**src/rtl/skew_meter_pkg.sv**
```systemverilog
// rtl/skew_meter_pkg.sv - shared FSM state type and default sizing for the skew meter.
package skew_meter_pkg;

  typedef enum logic [1:0] {
    ST_IDLE    = 2'd0,
    ST_ARM     = 2'd1,
    ST_MEASURE = 2'd2,
    ST_DONE    = 2'd3
  } state_e;

  localparam int SYNC_STAGES_DEF = 2;
  localparam int CNT_W_DEF       = 16;

endpackage

```
**src/rtl/skew_meter_bit_sync.sv**
```systemverilog
// rtl/skew_meter_bit_sync.sv - multi-flop synchronizer for one asynchronous level.
module bit_sync #(
  parameter int STAGES = 2
) (
  input  logic clk_i,
  input  logic rst_i,
  input  logic d_i,
  output logic q_o
);

  logic [STAGES-1:0] sync_q;

  always_ff @(posedge clk_i or posedge rst_i) begin
    if (rst_i) begin
      sync_q <= '0;
    end else begin
      sync_q <= {sync_q[STAGES-2:0], d_i};
    end
  end

  assign q_o = sync_q[STAGES-1];

endmodule

```
**src/rtl/skew_meter.sv**
```systemverilog
// rtl/skew_meter.sv - measures edge counts, mismatch cycles and longest mismatch run
// between two looped-back asynchronous chain outputs over a programmable window.
module skew_meter
  import skew_meter_pkg::*;
#(
  parameter int SYNC_STAGES = SYNC_STAGES_DEF,
  parameter int CNT_W       = CNT_W_DEF
) (
  input  logic             sys_clk,
  input  logic             rst,
  input  logic             in_a,
  input  logic             in_b,
  input  logic             start,
  input  logic [CNT_W-1:0] window,
  output logic             busy,
  output logic             done,
  output logic [CNT_W-1:0] edges_a,
  output logic [CNT_W-1:0] edges_b,
  output logic [CNT_W-1:0] mismatch,
  output logic [CNT_W-1:0] max_run,
  output logic             overflow
);

  logic sync_a, sync_b;
  logic prev_a_q, prev_b_q;

  (* keep_hierarchy = "yes" *)
  bit_sync #(.STAGES(SYNC_STAGES)) u_sync_a (
    .clk_i(sys_clk), .rst_i(rst), .d_i(in_a), .q_o(sync_a)
  );

  (* keep_hierarchy = "yes" *)
  bit_sync #(.STAGES(SYNC_STAGES)) u_sync_b (
    .clk_i(sys_clk), .rst_i(rst), .d_i(in_b), .q_o(sync_b)
  );

  always_ff @(posedge sys_clk or posedge rst) begin
    if (rst) begin
      prev_a_q <= 1'b0;
      prev_b_q <= 1'b0;
    end else begin
      prev_a_q <= sync_a;
      prev_b_q <= sync_b;
    end
  end

  state_e           state_q, state_d;
  logic [CNT_W-1:0] cyc_q, cyc_d;
  logic [CNT_W-1:0] win_q, win_d;
  logic [CNT_W-1:0] ea_q, ea_d, eb_q, eb_d, mm_q, mm_d, run_q, run_d, mr_q, mr_d;
  logic             ov_q, ov_d;
  logic [CNT_W-1:0] res_ea_q, res_ea_d, res_eb_q, res_eb_d;
  logic [CNT_W-1:0] res_mm_q, res_mm_d, res_mr_q, res_mr_d;
  logic             res_ov_q, res_ov_d;

  function automatic logic [CNT_W-1:0] sat_inc(input logic [CNT_W-1:0] v);
    return (&v) ? v : v + CNT_W'(1);
  endfunction

  always_comb begin
    state_d  = state_q;
    cyc_d    = cyc_q;
    win_d    = win_q;
    ea_d     = ea_q;
    eb_d     = eb_q;
    mm_d     = mm_q;
    run_d    = run_q;
    mr_d     = mr_q;
    ov_d     = ov_q;
    res_ea_d = res_ea_q;
    res_eb_d = res_eb_q;
    res_mm_d = res_mm_q;
    res_mr_d = res_mr_q;
    res_ov_d = res_ov_q;

    unique case (state_q)
      ST_IDLE: begin
        if (start) begin
          win_d = window;
          cyc_d = '0;
          ea_d  = '0;
          eb_d  = '0;
          mm_d  = '0;
          run_d = '0;
          mr_d  = '0;
          ov_d  = 1'b0;
          if (window == '0) begin
            state_d  = ST_DONE;
            res_ea_d = '0;
            res_eb_d = '0;
            res_mm_d = '0;
            res_mr_d = '0;
            res_ov_d = 1'b0;
          end else begin
            state_d = ST_ARM;
          end
        end
      end

      ST_ARM: begin
        if (cyc_q == CNT_W'(SYNC_STAGES - 1)) begin
          cyc_d   = '0;
          state_d = ST_MEASURE;
        end else begin
          cyc_d = cyc_q + CNT_W'(1);
        end
      end

      ST_MEASURE: begin
        if (sync_a && !prev_a_q) ea_d = sat_inc(ea_q);
        if (sync_b && !prev_b_q) eb_d = sat_inc(eb_q);
        if (sync_a != sync_b) begin
          mm_d  = sat_inc(mm_q);
          run_d = sat_inc(run_q);
        end else begin
          run_d = '0;
        end
        if (run_d > mr_q) mr_d = run_d;
        ov_d  = ov_q | (&ea_d) | (&eb_d) | (&mm_d) | (&run_d) | (&mr_d);
        cyc_d = cyc_q + CNT_W'(1);
        // Results capture the final cycle's contribution so they are valid during DONE.
        if (cyc_q == win_q - CNT_W'(1)) begin
          state_d  = ST_DONE;
          res_ea_d = ea_d;
          res_eb_d = eb_d;
          res_mm_d = mm_d;
          res_mr_d = mr_d;
          res_ov_d = ov_d;
        end
      end

      ST_DONE: state_d = ST_IDLE;

      default: state_d = ST_IDLE;
    endcase
  end

  always_ff @(posedge sys_clk or posedge rst) begin
    if (rst) begin
      state_q  <= ST_IDLE;
      cyc_q    <= '0;
      win_q    <= '0;
      ea_q     <= '0;
      eb_q     <= '0;
      mm_q     <= '0;
      run_q    <= '0;
      mr_q     <= '0;
      ov_q     <= 1'b0;
      res_ea_q <= '0;
      res_eb_q <= '0;
      res_mm_q <= '0;
      res_mr_q <= '0;
      res_ov_q <= 1'b0;
    end else begin
      state_q  <= state_d;
      cyc_q    <= cyc_d;
      win_q    <= win_d;
      ea_q     <= ea_d;
      eb_q     <= eb_d;
      mm_q     <= mm_d;
      run_q    <= run_d;
      mr_q     <= mr_d;
      ov_q     <= ov_d;
      res_ea_q <= res_ea_d;
      res_eb_q <= res_eb_d;
      res_mm_q <= res_mm_d;
      res_mr_q <= res_mr_d;
      res_ov_q <= res_ov_d;
    end
  end

  assign busy     = (state_q != ST_IDLE);
  assign done     = (state_q == ST_DONE);
  assign edges_a  = res_ea_q;
  assign edges_b  = res_eb_q;
  assign mismatch = res_mm_q;
  assign max_run  = res_mr_q;
  assign overflow = res_ov_q;

endmodule
```
**config.mk**
```make
export PLATFORM = sky130hd
export DESIGN_NAME = skew_meter
export DESIGN_NICKNAME = d
export VERILOG_FILES = /design/src/rtl/skew_meter_pkg.sv /design/src/rtl/skew_meter_bit_sync.sv /design/src/rtl/skew_meter.sv
export SDC_FILE = /design/constraint.sdc
export NUM_CORES = 1
export LEC_CHECK = 0
export CORE_ASPECT_RATIO = 0.5
export CORE_UTILIZATION = 30
export DETAILED_ROUTE_END_ITERATION = 10
export SYNTH_ARGS = -nofsm -noshare
export SYNTH_HDL_FRONTEND = slang
export SYNTH_SLANG_ARGS = --single-unit
```
**constraint.sdc**
```tcl
create_clock -name sys_clk -period 7.89 [get_ports sys_clk]
set_input_delay 0.789 -clock sys_clk [delete_from_list [all_inputs] [get_ports sys_clk]]
set_output_delay 0.789 -clock sys_clk [all_outputs]
set_load 0.02 [all_outputs]
```
==> metrics.cfg, run 1 <==
[outcome]
status=complete, no violations

[synthesis]
synth.avg_cell_area_um2=8.884
synth_fp_nets=1254
netlist.top_cell.by_area=dfrtp_1
yosysSeqAreaShare_pct=43.44
synthTopCellsByArea=dfrtp_1 (43%), nand2_1 (8.0%), o21ai_0 (6.3%)
synth_flop_cell=dfrtp_1
synth_top_area_share_pct=43.44
synthTopCellsByCount=nand2_1 (228), dfrtp_1 (186), o21ai_0 (134)
synthCells=1206
synth_enable_flop_cells=0
synth.cell_area_um2=10710
ys_ff_latch=186
synth-async-reset-ratio_pct=100.0
synth_cell_types=62
ys.warnings.count=0
yosysMostFrequentCell=nand2_1

[setup_path]
critPathBufInv=0
cp-end-kind=register
timing.critical_path.to=ov_q$_DFFE_PP0P_
crit_type=reg2reg
r2r-end=ov_q$_DFFE_PP0P_
cp.depth=15
crit_family=compound AO/OA/AOI/OAI gates
crit_chain=ha_1 > and4_1 > a2111oi_0 > xnor2_1 > nor2_1 > ha_1 > nand4_1 > nor4_1 > a21boi_0 > o31a_1 > nor2_1 > a21oi_1 > o21ai_0 > nor4_1 > o21ai_0
cp_slowest_stage_delay_ns=0.83
cp-start-kind=register
cp.arrival_ns=5.15
r2r_start=run_q[0]$_DFFE_PP0P_
startpoint=run_q[0]$_DFFE_PP0P_
cp.required_ns=8.21
rrSetupSlack_ns=3.05
slowest_stage=o31a_1
path_max_fanout=29
reg2regPathDepth=15

[route]
drtIter0Drc=793
dr.pass1.iters=5
vias=8939
wire_per_inst_um=15.80
postRouteAntennaNets=0
drt-total-wl_mm=27.43
drc=0
viasPerCell=5.149

[power]
pwr-share-clk_pct=46.0
p_leak_uw=0.004977
vdd_drop_max_uv=120.5
power_frac_comb_pct=2.7
p_int_uw=1414
seq_power_share_pct=51.3
switchingPower_uw=449.4
switching_share_pct=24.12
pwr_density_cell_nw_per_um2=148.9

[floorplanning]
io_pins=88
die_area_um2=36520
core_area_um2=34830
die_w_um=269.3
start_util_pct=30.76
fp.dieH_um=135.6
rows=48

[cells_and_area]
antenna_cells=0
syn_to_final_growth_pct=16.82
nFillCells=3617
multi_input_area_um2=5607
fin_util_pct=35.93
final_nets=1296
layout-drive-gt1-share_pct=8.168
regArea_um2=4654

[min_path]
hp-class=reg2reg

[flow_run]
max_cap_violations=0

[placement]
port_buffers=87
place_ws_ns=3.112
place.detailed.hpwl_mm=18.95
place.gp.congestion=0.9149

[global_routing]
grt_overflow_total=0
grt_max_degree=109
antenna_found_initial=0
grt_pass1_vias=8348
grt_pass1_wl_mm=45.20
grt_util_all_layers_pct=15.37

[clock_tree]
cts.sinks=186
numCtsBuffers=17
ctsResizeCount=0
clockBufferDepth=2
cts_setup_buffers=0
cts_tree=done
postCtsHoldBufs=0
clk-insertion-delay-late_ns=0.46
cts_root_buf=clkbuf_16
path_clk_slew_ns=0.07
htree_levels=4

[sta]
worst_pin_slew_ns=1.199
fin_setup_tns_ns=0
setup_viol=0
slew_violations=0
slew_headroom_pct=18.99
fin_hold_ws_ns=0.3531
hold_viol=0
fin_skew_ns=0.01178
rsz0062_at_grt=no
layout_min_cycle_time_ns=4.838
timing.final.crit_share_pct=61.32
clock.fmax_ghz=0.2067
fin_ws_ns=3.052

[layer usage]
| layer | track usage, % | up-vias | wire, µm |
|---|---|---|---|
| li1 | - | 4423 | - |
| met1 | 21.28 | 4355 | 13450 |
| met2 | 24.30 | 140 | 12600 |
| met3 | 2.835 | 21 | 966 |
| met4 | 4.893 | 0 | 418 |
| met5 | 0 | - | 0 |
[placed cells by master (no fill, tap or decap), types with 7 or more instances in the layout]
master           instances
o31ai_1                 18
a21oi_1                 40
inv_1                   32
a22o_1                  33
a31oi_1                 18
nand2b_1                 8
clkbuf_16               17
clkdlybuf4s50_1         87
xor2_1                  23
and3_1                  21
nand2_1                228
nand3_1                 39
nor4_1                  18
nor2_1                  57
or4_1                    7
nor3_1                  19
mux2_2                  27
xnor2_1                 42
o21ai_0                134
dfrtp_1                186
ha_1                    27
buf_4                   12
nand4_1                 36
o31ai_2                 24
[power groups by stage]
| stage | logic (µW) | registers [µW] | clock network (µW) |
|---|---|---|---|
| 6_report | 50.9 | 956 | 857 |
| 5_1_grt | 57.7 | 956 | 914 |
| 4_1_cts | 52.9 | 955 | 878 |
| 3_5_place_dp | 52.8 | 974 | 0 |
| 3_3_place_gp | 52.6 | 974 | 0 |
| 2_1_floorplan | 28.6 | 974 | 0 |
[kinds of logic after synthesis]
kind of cell | after synthesis | synth area share (%)
xor+xnor | 65 | 5.314
buf+inv | 109 | 4.356
fa+ha+maj | 27 | 3.153
compound gates | 311 | 19.30
mux | 33 | 3.398
flops | 186 | 43.44
simple gates | 475 | 21.03
[metrics by stage]
step | instances | cell area, µm² | power, µW
2_1_floorplan | 1206 | 10710 | 1003
3_3_place_gp | 1704 | 11950 | 1027
3_5_place_dp | 1704 | 11950 | 1027
4_1_cts | 1736 | 12520 | 1886
5_1_grt | 1736 | 12520 | 1927
6_report | 1736 | 12520 | 1863
[state kept, by name, summed over array words and instances (netlist names), 2 cells and up]
register / flops
eb_q: 16
mm_q: 16
edges_b: 16
u_sync_b/sync_q: 2
cyc_q: 16
edges_a: 16
run_q: 16
ea_q: 16
win_q: 16
mismatch: 16
u_sync_a/sync_q: 2
state_q: 2
max_run: 16
mr_q: 16
[how the worst min path moves through the flow]
| stage | from | depth (start not counted) | to |
|---|---|---|---|
| after detailed placement | u_sync_b/sync_q[0]$_DFF_PP0_ | 0 | u_sync_b/sync_q[1]$_DFF_PP0_ |
| after global placement | u_sync_b/sync_q[0]$_DFF_PP0_ | 0 | u_sync_b/sync_q[1]$_DFF_PP0_ |
| after floorplan | u_sync_a/sync_q[0]$_DFF_PP0_ | 0 | u_sync_a/sync_q[1]$_DFF_PP0_ |
| after CTS | u_sync_b/sync_q[0]$_DFF_PP0_ | 0 | u_sync_b/sync_q[1]$_DFF_PP0_ |
| final | u_sync_b/sync_q[0]$_DFF_PP0_ | 0 | u_sync_b/sync_q[1]$_DFF_PP0_ |
| after global routing | u_sync_b/sync_q[0]$_DFF_PP0_ | 0 | u_sync_b/sync_q[1]$_DFF_PP0_ |
[worst reg2reg max path, stage by stage, from the launching register on]
cell and delay [ns]:
dfrtp_1 0.45, ha_1 0.31, and4_1 0.30, a2111oi_0 0.57, xnor2_1 0.18, nor2_1 0.11, ha_1 0.33, nand4_1 0.12
nor4_1 0.35, a21boi_0 0.24, o31a_1 0.83, nor2_1 0.14, a21oi_1 0.17, o21ai_0 0.11, nor4_1 0.35, o21ai_0 0.12
[layout make-up]
class / count / share of cell area (%)
Clock buffer: 19 / 3.459
Tap cell: 475 / 4.749
Clock inverter: 13 / 1.080
Multi-Input combinational cell: 911 / 44.80
Inverter: 33 / 1.050
Timing Repair Buffer: 99 / 7.678
Sequential cell: 186 / 37.19
(Power assumes the default switching activity.)
==> run 2, diff against run 1 <==
clock period = 3.9 ns   (was 7.89 ns; I/O delays follow)
==> metrics.cfg, run 2 (synthesized netlist as in run 1, its figures left out) <==
[clock_tree]
htree_levels=4  ; unchanged
path_clk_slew_ns=0.08  ; about the same
clockBufferDepth=2  ; unchanged
cts.sinks=186  ; unchanged
cts_root_buf=clkbuf_16
numCtsBuffers=17  ; unchanged
clk-insertion-delay-late_ns=0.45  ; about the same
postCtsHoldBufs=0  ; unchanged
cts_tree=done

[power]
seq_power_share_pct=50.8  ; -0.5 points
switchingPower_uw=912.9  ; +100%
pwr-share-clk_pct=46.0  ; about the same
pwr_density_cell_nw_per_um2=294.9  ; +98%
switching_share_pct=24.01  ; -0.11 points
p_int_uw=2889  ; +100%
vdd_drop_max_uv=172.5  ; +43%
p_leak_uw=0.005202  ; +4.5%
power_uw=3801  ; +100%
power_frac_comb_pct=3.1  ; +0.4 points

[sta]
worst_pin_slew_ns=0.8527  ; -0.3461 ns
slew_headroom_pct=43.04  ; +24 points
fin_skew_ns=0.01490  ; +0.003119 ns
fin_ws_ns=0.2293  ; -2.823 ns
clock.fmax_ghz=0.2724  ; +32%
fin_setup_tns_ns=0  ; unchanged
timing.final.crit_share_pct=94.12  ; +33 points
setup_viol=0  ; unchanged
hold_viol=0  ; unchanged
layout_min_cycle_time_ns=3.671  ; -1.167 ns
slew_violations=0  ; unchanged

[route]
vias=9143  ; +2.3%
drc=0  ; unchanged
dr.pass1.iters=6  ; +1
drt-total-wl_mm=28.61  ; +4.3%
postRouteAntennaNets=0  ; unchanged
viasPerCell=5.151  ; about the same
wire_per_inst_um=16.12  ; +2.0%
drtIter0Drc=752  ; -5.2%

[setup_path]
crit_type=reg2reg
cp-end-kind=register
cp_slowest_stage_delay_ns=0.40  ; -0.43 ns
startpoint=run_q[1]$_DFFE_PP0P_
crit_top_cell=mux2_2
cp.arrival_ns=3.97  ; -1.18 ns
slowest_stage=dfrtp_1
crit_chain=ha_2 > and4_1 > buf_4 > nand3_1 > mux2_2 > and2_1 > ha_1 > nand4_1 > nor4_2 > a21boi_0 > o31a_1 > buf_12 > mux2_2 > nand2_1 > o21ai_0
path_max_fanout=27  ; -6.9%
r2r_start=run_q[1]$_DFFE_PP0P_
cp-start-kind=register
critPathBufInv=2  ; +2
crit_family=simple AND/OR/NAND/NOR gates
cp.required_ns=4.20  ; -4.01 ns

[placement]
dp_cells=1740  ; +2.1%
place.gp.congestion=0.9155  ; about the same
place.detailed.hpwl_mm=20.12  ; +6.2%
port_buffers=87  ; unchanged
place_ws_ns=0.04981  ; -3.062 ns

[flow_run]
max_cap_violations=0  ; unchanged

[global_routing]
antenna_found_initial=0  ; unchanged
grt_util_all_layers_pct=15.95  ; +0.58 points
grt_max_degree=72  ; -34%
grt_pass1_wl_mm=46.76  ; +3.5%
grt_overflow_total=0  ; unchanged
grt_pass1_vias=8599  ; +3.0%

[floorplanning]
start_util_pct=30.76  ; unchanged
rows=48  ; unchanged
io_pins=88  ; unchanged
die_w_um=269.3  ; unchanged
fp.dieH_um=135.6  ; unchanged
die_area_um2=36520  ; unchanged
core_area_um2=34830  ; unchanged

[cells_and_area]
antenna_cells=0  ; unchanged
layout-drive-gt1-share_pct=11.77  ; +3.6 points
final_cell_mix=nand2_1 (227), dfrtp_1 (186), o21ai_0 (134)
fin_cells=1775  ; +2.2%
nFillCells=3568  ; -1.4%
syn_to_final_growth_pct=20.32
final_nets=1335  ; +3.0%
fin_util_pct=37.01  ; +1.1 points
final_common_cell=nand2_1

[min_path]
hp-class=in2async

[outcome]
status=complete, no violations

run 2: changes by cell type in the layout (fill, tap and decap cells not counted), sizes merged:
cell,delta
buf,+39
inv,-1
clkinvlp,-2
clkinv,+3
run 2: path summary, 6_finish.rpt:
path,endpoint,slack [ns],depth (start not counted)
min in group sys_clk,u_sync_b/sync_q[1]$_DFF_PP0_,0.35,0
worst max register to register,mr_q[15]$_DFFE_PP0P_,0.23,15
worst max-delay path,mr_q[15]$_DFFE_PP0P_,0.23,15
worst min-delay path,u_sync_b/sync_q[1]$_DFF_PP0_,0.28,2
worst min register to register,u_sync_b/sync_q[1]$_DFF_PP0_,0.35,0
max in group asynchronous,mr_q[11]$_DFFE_PP0P_,2.42,3
run 2: layout make-up:
type	instances	area (µm²)	share of cell area, %
inverter	33	127.6	0.9900
tap	475	594.3	4.610
timing repair buffer	138	1291	10.02
sequential	186	4654	36.11
clock buffer	19	442.9	3.436
multi-input combinational	911	5648	43.81
clock inverter	13	132.6	1.029
run 2: metrics by stage:
step | area [µm²] | hold slack, ns
4_1_cts | 12830 | 0.2639
2_1_floorplan | 10720 | 0.1312
5_1_grt | 12890 | 0.2841
3_3_place_gp | 12250 | 0.3365
6_report | 12890 | 0.2844
3_5_place_dp | 12250 | 0.3347
run 2: what timing repair did:
item                                    in CTS  in global routing
endpoints found under the hold margin        0                  0
resized for setup                            0                 11
buffers inserted                             0                  3
endpoints found under the setup margin       0                 30
run 2: power by group through the flow:
stage | Sequential (µW) | Clock [µW] | Combinational, µW
final | 1930 | 1750 | 119
after CTS | 1930 | 1780 | 121
after global placement | 1970 | 0 | 121
after floorplan | 1970 | 0 | 58.2
after global routing | 1930 | 1870 | 134
after detailed placement | 1970 | 0 | 121
run 2: layer usage:
metal | routed length (µm) | vias up | GRT usage (%)
met2 | 13560 | 169 | 26.06
met5 | 0 | - | 0
li1 | - | 4494 | -
met3 | 907 | 34 | 2.428
met1 | 13750 | 4446 | 22.06
met4 | 395 | 0 | 4.198
